--- config.mk ---
export PLATFORM = sky130hd
export DESIGN_NAME = uart_frame_rx
export DESIGN_NICKNAME = d
export VERILOG_FILES = /design/src/rtl/uart_frame_rx_pkg.sv /design/src/rtl/uart_frame_rx_clk_gen.sv /design/src/rtl/uart_frame_rx.sv
export SDC_FILE = /design/constraint.sdc
export NUM_CORES = 1
export LEC_CHECK = 0
export CORE_MARGIN = 1.5
export CORE_UTILIZATION = 60
export DETAILED_ROUTE_END_ITERATION = 6
export GPL_TIMING_DRIVEN = 1
export PLACE_DENSITY = 0.8
export RECOVER_POWER = 25
export SLEW_MARGIN = 25
export SYNTH_ARGS = -nofsm -noshare
export SYNTH_HDL_FRONTEND = slang
export SYNTH_SLANG_ARGS = --single-unit
--- constraint.sdc ---
create_clock -name clk -period 3.98 [get_ports clk]
set_input_delay 0.597 -clock clk [delete_from_list [all_inputs] [get_ports clk]]
set_output_delay 0.597 -clock clk [all_outputs]
set_load 0.01 [all_outputs]
--- src/rtl/uart_frame_rx_pkg.sv ---
// Shared definitions for the BTLE debug UART receiver: parity-mode codes,
// receiver state encoding and the baud divider helpers used by both UART ends.
package uart_frame_rx_pkg;

   localparam logic [1:0] PAR_NONE = 2'b00;
   localparam logic [1:0] PAR_ODD  = 2'b01;
   localparam logic [1:0] PAR_EVEN = 2'b10;

   typedef enum logic [2:0] {
      ST_IDLE,
      ST_START,
      ST_DATA,
      ST_PARITY,
      ST_STOP
   } rx_state_t;

   // Whole clocks per bit; truncation matches the transmitter's divider.
   function automatic int calc_bit_div(input int clk_freq, input int baud);
      return clk_freq / baud;
   endfunction

   // Offset from the start edge to the middle of the start bit.
   function automatic int calc_half_div(input int clk_freq, input int baud);
      return calc_bit_div(clk_freq, baud) / 2;
   endfunction

endpackage

--- src/rtl/uart_frame_rx_clk_gen.sv ---
// Receive baud timer: after a restart the first tick comes HALF_DIV clocks
// later (mid start bit), every following tick BIT_DIV clocks apart.
module uart_frame_rx_clk_gen
   import uart_frame_rx_pkg::*;
#(
   parameter int BIT_DIV  = 10,
   parameter int HALF_DIV = 5
) (
   input  logic clk,
   input  logic rst_n,
   input  logic restart,
   input  logic run,
   output logic sample_tick
);

   localparam int CNT_W = (BIT_DIV > 2) ? $clog2(BIT_DIV) : 1;
   localparam logic [CNT_W-1:0] HALF_LOAD = CNT_W'(HALF_DIV - 1);
   localparam logic [CNT_W-1:0] FULL_LOAD = CNT_W'(BIT_DIV - 1);

   logic [CNT_W-1:0] cnt;

   assign sample_tick = run && (cnt == '0);

   // Down-counter: terminal count at zero, reload with a full bit period.
   always_ff @(posedge clk or negedge rst_n) begin
      if (!rst_n) begin
         cnt <= '0;
      end else if (restart) begin
         cnt <= HALF_LOAD;
      end else if (run) begin
         cnt <= (cnt == '0) ? FULL_LOAD : cnt - 1'b1;
      end
   end

endmodule

--- src/rtl/uart_frame_rx.sv ---
// UART frame receiver for the BTLE debug/control link. Synchronises the
// line, validates the start bit at mid-bit, assembles an LSB-first frame,
// checks optional parity and the stop bit, and strobes rx_done per frame.
//
//   state     | meaning
//   ----------+----------------------------------------------------------
//   ST_IDLE   | line idle, waiting for a falling edge on rx_s
//   ST_START  | timing to the middle of the start bit, rejects glitches
//   ST_DATA   | sampling FRAME_WD data bits, first bit ends at LSB
//   ST_PARITY | sampling the parity bit (only when PARITY != "NONE")
//   ST_STOP   | sampling the stop bit, publishing frame and error flags
module uart_frame_rx
   import uart_frame_rx_pkg::*;
#(
   parameter int    CLK_FREQUENCE = 50_000_000,
   parameter int    BAUD_RATE     = 9600,
   parameter string PARITY        = "NONE",
   parameter int    FRAME_WD      = 8
) (
   input  logic                clk,
   input  logic                rst_n,
   input  logic                uart_rx,
   output logic [FRAME_WD-1:0] data_frame,
   output logic                rx_done,
   output logic                parity_err,
   output logic                frame_err
);

   localparam int BIT_DIV  = calc_bit_div(CLK_FREQUENCE, BAUD_RATE);
   localparam int HALF_DIV = calc_half_div(CLK_FREQUENCE, BAUD_RATE);
   localparam logic [1:0] PAR_MODE = (PARITY == "EVEN") ? PAR_EVEN :
                                     (PARITY == "ODD")  ? PAR_ODD  : PAR_NONE;
   localparam int BIT_CW = (FRAME_WD > 1) ? $clog2(FRAME_WD) : 1;
   localparam logic [BIT_CW-1:0] LAST_BIT = BIT_CW'(FRAME_WD - 1);

   logic rx_meta;
   logic rx_s;
   logic rx_d;
   logic rx_fall;
   logic sample_tick;
   logic restart;
   logic run;

   rx_state_t           state;
   logic [FRAME_WD-1:0] shift_reg;
   logic [BIT_CW-1:0]   bit_cnt;
   logic                par_bad;

   // Two-flop synchroniser plus one delay stage for edge detection; idle high.
   always_ff @(posedge clk or negedge rst_n) begin
      if (!rst_n) begin
         rx_meta <= 1'b1;
         rx_s    <= 1'b1;
         rx_d    <= 1'b1;
      end else begin
         rx_meta <= uart_rx;
         rx_s    <= rx_meta;
         rx_d    <= rx_s;
      end
   end

   assign rx_fall = rx_d & ~rx_s;
   assign restart = (state == ST_IDLE) && rx_fall;
   assign run     = (state != ST_IDLE);

   uart_frame_rx_clk_gen #(
      .BIT_DIV  (BIT_DIV),
      .HALF_DIV (HALF_DIV)
   ) u_clk_gen (
      .clk         (clk),
      .rst_n       (rst_n),
      .restart     (restart),
      .run         (run),
      .sample_tick (sample_tick)
   );

   // Frame sequencing; outputs are registered and change only at the stop sample.
   always_ff @(posedge clk or negedge rst_n) begin
      if (!rst_n) begin
         state      <= ST_IDLE;
         shift_reg  <= '0;
         bit_cnt    <= '0;
         par_bad    <= 1'b0;
         data_frame <= '0;
         rx_done    <= 1'b0;
         parity_err <= 1'b0;
         frame_err  <= 1'b0;
      end else begin
         rx_done <= 1'b0;
         case (state)
            ST_IDLE: begin
               if (rx_fall) begin
                  state   <= ST_START;
                  bit_cnt <= '0;
                  par_bad <= 1'b0;
               end
            end
            ST_START: begin
               if (sample_tick) begin
                  // A high line at mid start bit was only a glitch.
                  state <= rx_s ? ST_IDLE : ST_DATA;
               end
            end
            ST_DATA: begin
               if (sample_tick) begin
                  shift_reg <= {rx_s, shift_reg[FRAME_WD-1:1]};
                  if (bit_cnt == LAST_BIT) begin
                     bit_cnt <= '0;
                     state   <= (PAR_MODE == PAR_NONE) ? ST_STOP : ST_PARITY;
                  end else begin
                     bit_cnt <= bit_cnt + 1'b1;
                  end
               end
            end
            ST_PARITY: begin
               if (sample_tick) begin
                  // Odd parity fails when the parity bit equals the data XOR.
                  par_bad <= (PAR_MODE == PAR_ODD) ? (rx_s == ^shift_reg)
                                                   : (rx_s != ^shift_reg);
                  state   <= ST_STOP;
               end
            end
            ST_STOP: begin
               if (sample_tick) begin
                  frame_err  <= ~rx_s;
                  data_frame <= shift_reg;
                  parity_err <= (PAR_MODE != PAR_NONE) && par_bad;
                  rx_done    <= 1'b1;
                  // Back to idle mid stop bit so the next start edge is not missed.
                  state      <= ST_IDLE;
               end
            end
            default: state <= ST_IDLE;
         endcase
      end
   end

endmodule

==> reports/metrics.yaml <==
ant_nets: 0
dr.first_iter.drc_count: 77
cts_buffers: 5
setup.worst_path.end_class: "flop"
slew_headroom_pct: -36.3
yosys_warnings: 0
rr_endpoint: "shift_reg[6]"
synth_top_area_cell: "dfrtp_1"
firstDrtPassIters: 4
power.density_nw_per_um2: 458
avgSynthCellArea_um2: 11.1
n_fill_cell: 229
yosysMostFrequentCell: "dfrtp_1"
n_antenna_cell: 0
grt_max_degree: 41
area_growth_pct: 10.4
timing.final.crit_period_ns: 2.41
synthesis.area_um2: 1900
post-route-drc-count: 0
synthFlopType: "dfrtp_1"
synth_nets: 178
finalNetCount: 190
worstSetupPathType: "flop to flop"
overflow: 0
startpoint_type: "flop"
cts_hold_buf: 0
slew_viol_final: 41
fmax_mhz: 416
timing.rr.start: "u_clk_gen.cnt[0]"
holdPathEnd: "rx_s"
num_vias: 1375
clkLatencyLatePin_ns: 0.35
required_ns: 4.22
initial_utilization_pct: 62.6
io_pins: 14
root_buffer: "clkbuf_4"
irDropWorstVdd_uv: 272
fin_setup_tns_ns: 0
worst_slack_ns: 1.57
leakage_nw: 0.926
ff2ff_path_depth: 5
route.met2.wl_mm: 1.85
hold_depth: 0
min_from: "rx_meta"
synth_edf_count: 0
min_path_type: "flop to flop"
gp_congestion: 0.920
die_height_um: 59.2
post_drt_wl_per_cell_um: 15.8
crit_arrival_ns: 2.64
largest_reg_flops: 13
synthTopCellsByArea: "dfrtp_1 49%, mux2_1 7.1%, dfstp_2 4.2%"
die_area_um2: 3510
postCtsSetupBuffers: 0
htree_num_levels: 2
highest_layer: "met4"
timing.final.crit_share_pct: 60.5
wl_mm: 3.61
reg2reg_slack_ns: 1.57
core_area_um2: 3030
rsz0062_at_grt: "false"
globalRouteTotalUtil_pct: 23.8
ys_ff_latch: 40
cap_violations: 1
grt_antenna_before_repair: 0
ys_seq_area_share_pct: 53.0
synthTopCellsByCount: "37 x dfrtp_1, 12 x mux2_1, 12 x nor2_1, 12 x nor3_1, 10 x nand3_1"
tightest_slew_ns: 2.04
grt_pass1_wl_mm: 6.15
setup_violations: 0
portBuffers: 12
synth_top_area_share_pct: 48.8
dp_slack_ns: 1.58
run_status: "complete, but fails checks"
fin_skew_ns: 0.00667
grt_pass1_vias: 1326
met1_length_mm: 1.56
chipWidth_um: 59.2
cts_buffer_depth: 2
syn_inst: 171
crit_fanout: 12
via_per_inst: 6.03
layout-drive-gt1-share_pct: 12.0
hold_violations: 0
synth_async_sr_flop_share_pct: 100
cts_tree: "built"
placementRows: 20
ys_types: 46
clkTransAtPathRegs_ns: 0.12
wl_met3_um: 146
clkSinkCount: 40
cts_resized: 0
dpl.hpwl_mm: 2.50
failed_checks: "max-capacitance violations, max-slew violations"
-- cell type report --
type / count / area [um2] / area share, %
Sequential cell: 40 / 1000 / 48.0
Multi-Input combinational cell: 118 / 842 / 40.3
Timing Repair Buffer: 12 / 114 / 5.44
Tap cell: 44 / 55.1 / 2.63
Clock buffer: 6 / 41.3 / 1.97
Inverter: 6 / 22.5 / 1.08
Clock inverter: 2 / 12.5 / 0.598
-- cell usage in the layout, fill, tap and decap left out, types with 3 or more instances in the layout --
cell type         n
a21oi_1           7
a31oi_1           3
clkbuf_4          5
clkdlybuf4s50_1  10
dfrtp_1          37
ha_1              4
inv_1             6
mux2_1           12
mux2_2            4
nand2_1           6
nand3_1          10
nor2_1           12
nor3_1           11
nor4_1            4
o21ai_0           6
or3_1             4
-- per-stage QoR --
stage / hold WS, ns / instance area (um2) / utilization (%) / power, W / cells
after floorplan: 0.301 / 1900 / - / 0.000703 / 171
after global placement: 0.348 / 2030 / 67.2 / 0.000750 / 220
after detailed placement: 0.348 / 2030 / 67.2 / 0.000759 / 220
after CTS: 0.367 / 2090 / 69.0 / 0.000959 / 228
after global routing: 0.375 / 2090 / 69.1 / 0.00102 / 228
final: 0.371 / 2090 / 69.1 / 0.000958 / 228
-- report_power, final --
group / total, W / switching (W) / internal, W
registers: 0.000538 / 0.0000799 / 0.000458
logic: 0.000219 / 0.000129 / 0.0000893
clock network: 0.000201 / 0.000133 / 0.0000682
total: 0.000958 / 0.000342 / 0.000615
-- critical path, stage by stage, from the launching register on --
cell     delay [ns]
dfrtp_1        0.43
inv_1          0.09
ha_1           0.15
nor4b_1        0.51
nand4_1        0.60
mux2_1         0.51
-- worst max-delay path by stage --
stage | start | cells after the start | slack (ns) | endpoint
floorplan | u_clk_gen.cnt[0] | 6 | 1.99 | data_frame[0]
global placement | u_clk_gen.cnt[0] | 5 | 1.69 | shift_reg[2]
detailed placement | u_clk_gen.cnt[0] | 5 | 1.58 | shift_reg[6]
CTS | u_clk_gen.cnt[0] | 5 | 1.57 | shift_reg[6]
global route | u_clk_gen.cnt[0] | 5 | 1.31 | shift_reg[4]
finish | u_clk_gen.cnt[0] | 5 | 1.57 | shift_reg[6]
-- metal layers --
layer | GRT usage (%) | vias to the layer above
met2 | 39.4 | 30
li1 | - | 652
met5 | 0 | -
met4 | 8.77 | 0
met1 | 30.4 | 686
met3 | 5.90 | 7
-- kinds of logic after synthesis --
kind of cell / share of synthesized area [%]
simple gates: 20.3
flops: 53.0
compound gates: 10.5
mux: 10.0
buf+inv: 2.84
fa+ha+maj: 2.64
other cells: 0.198
xor+xnor: 0.462
Note: power is estimated with default switching activity, not from simulation.
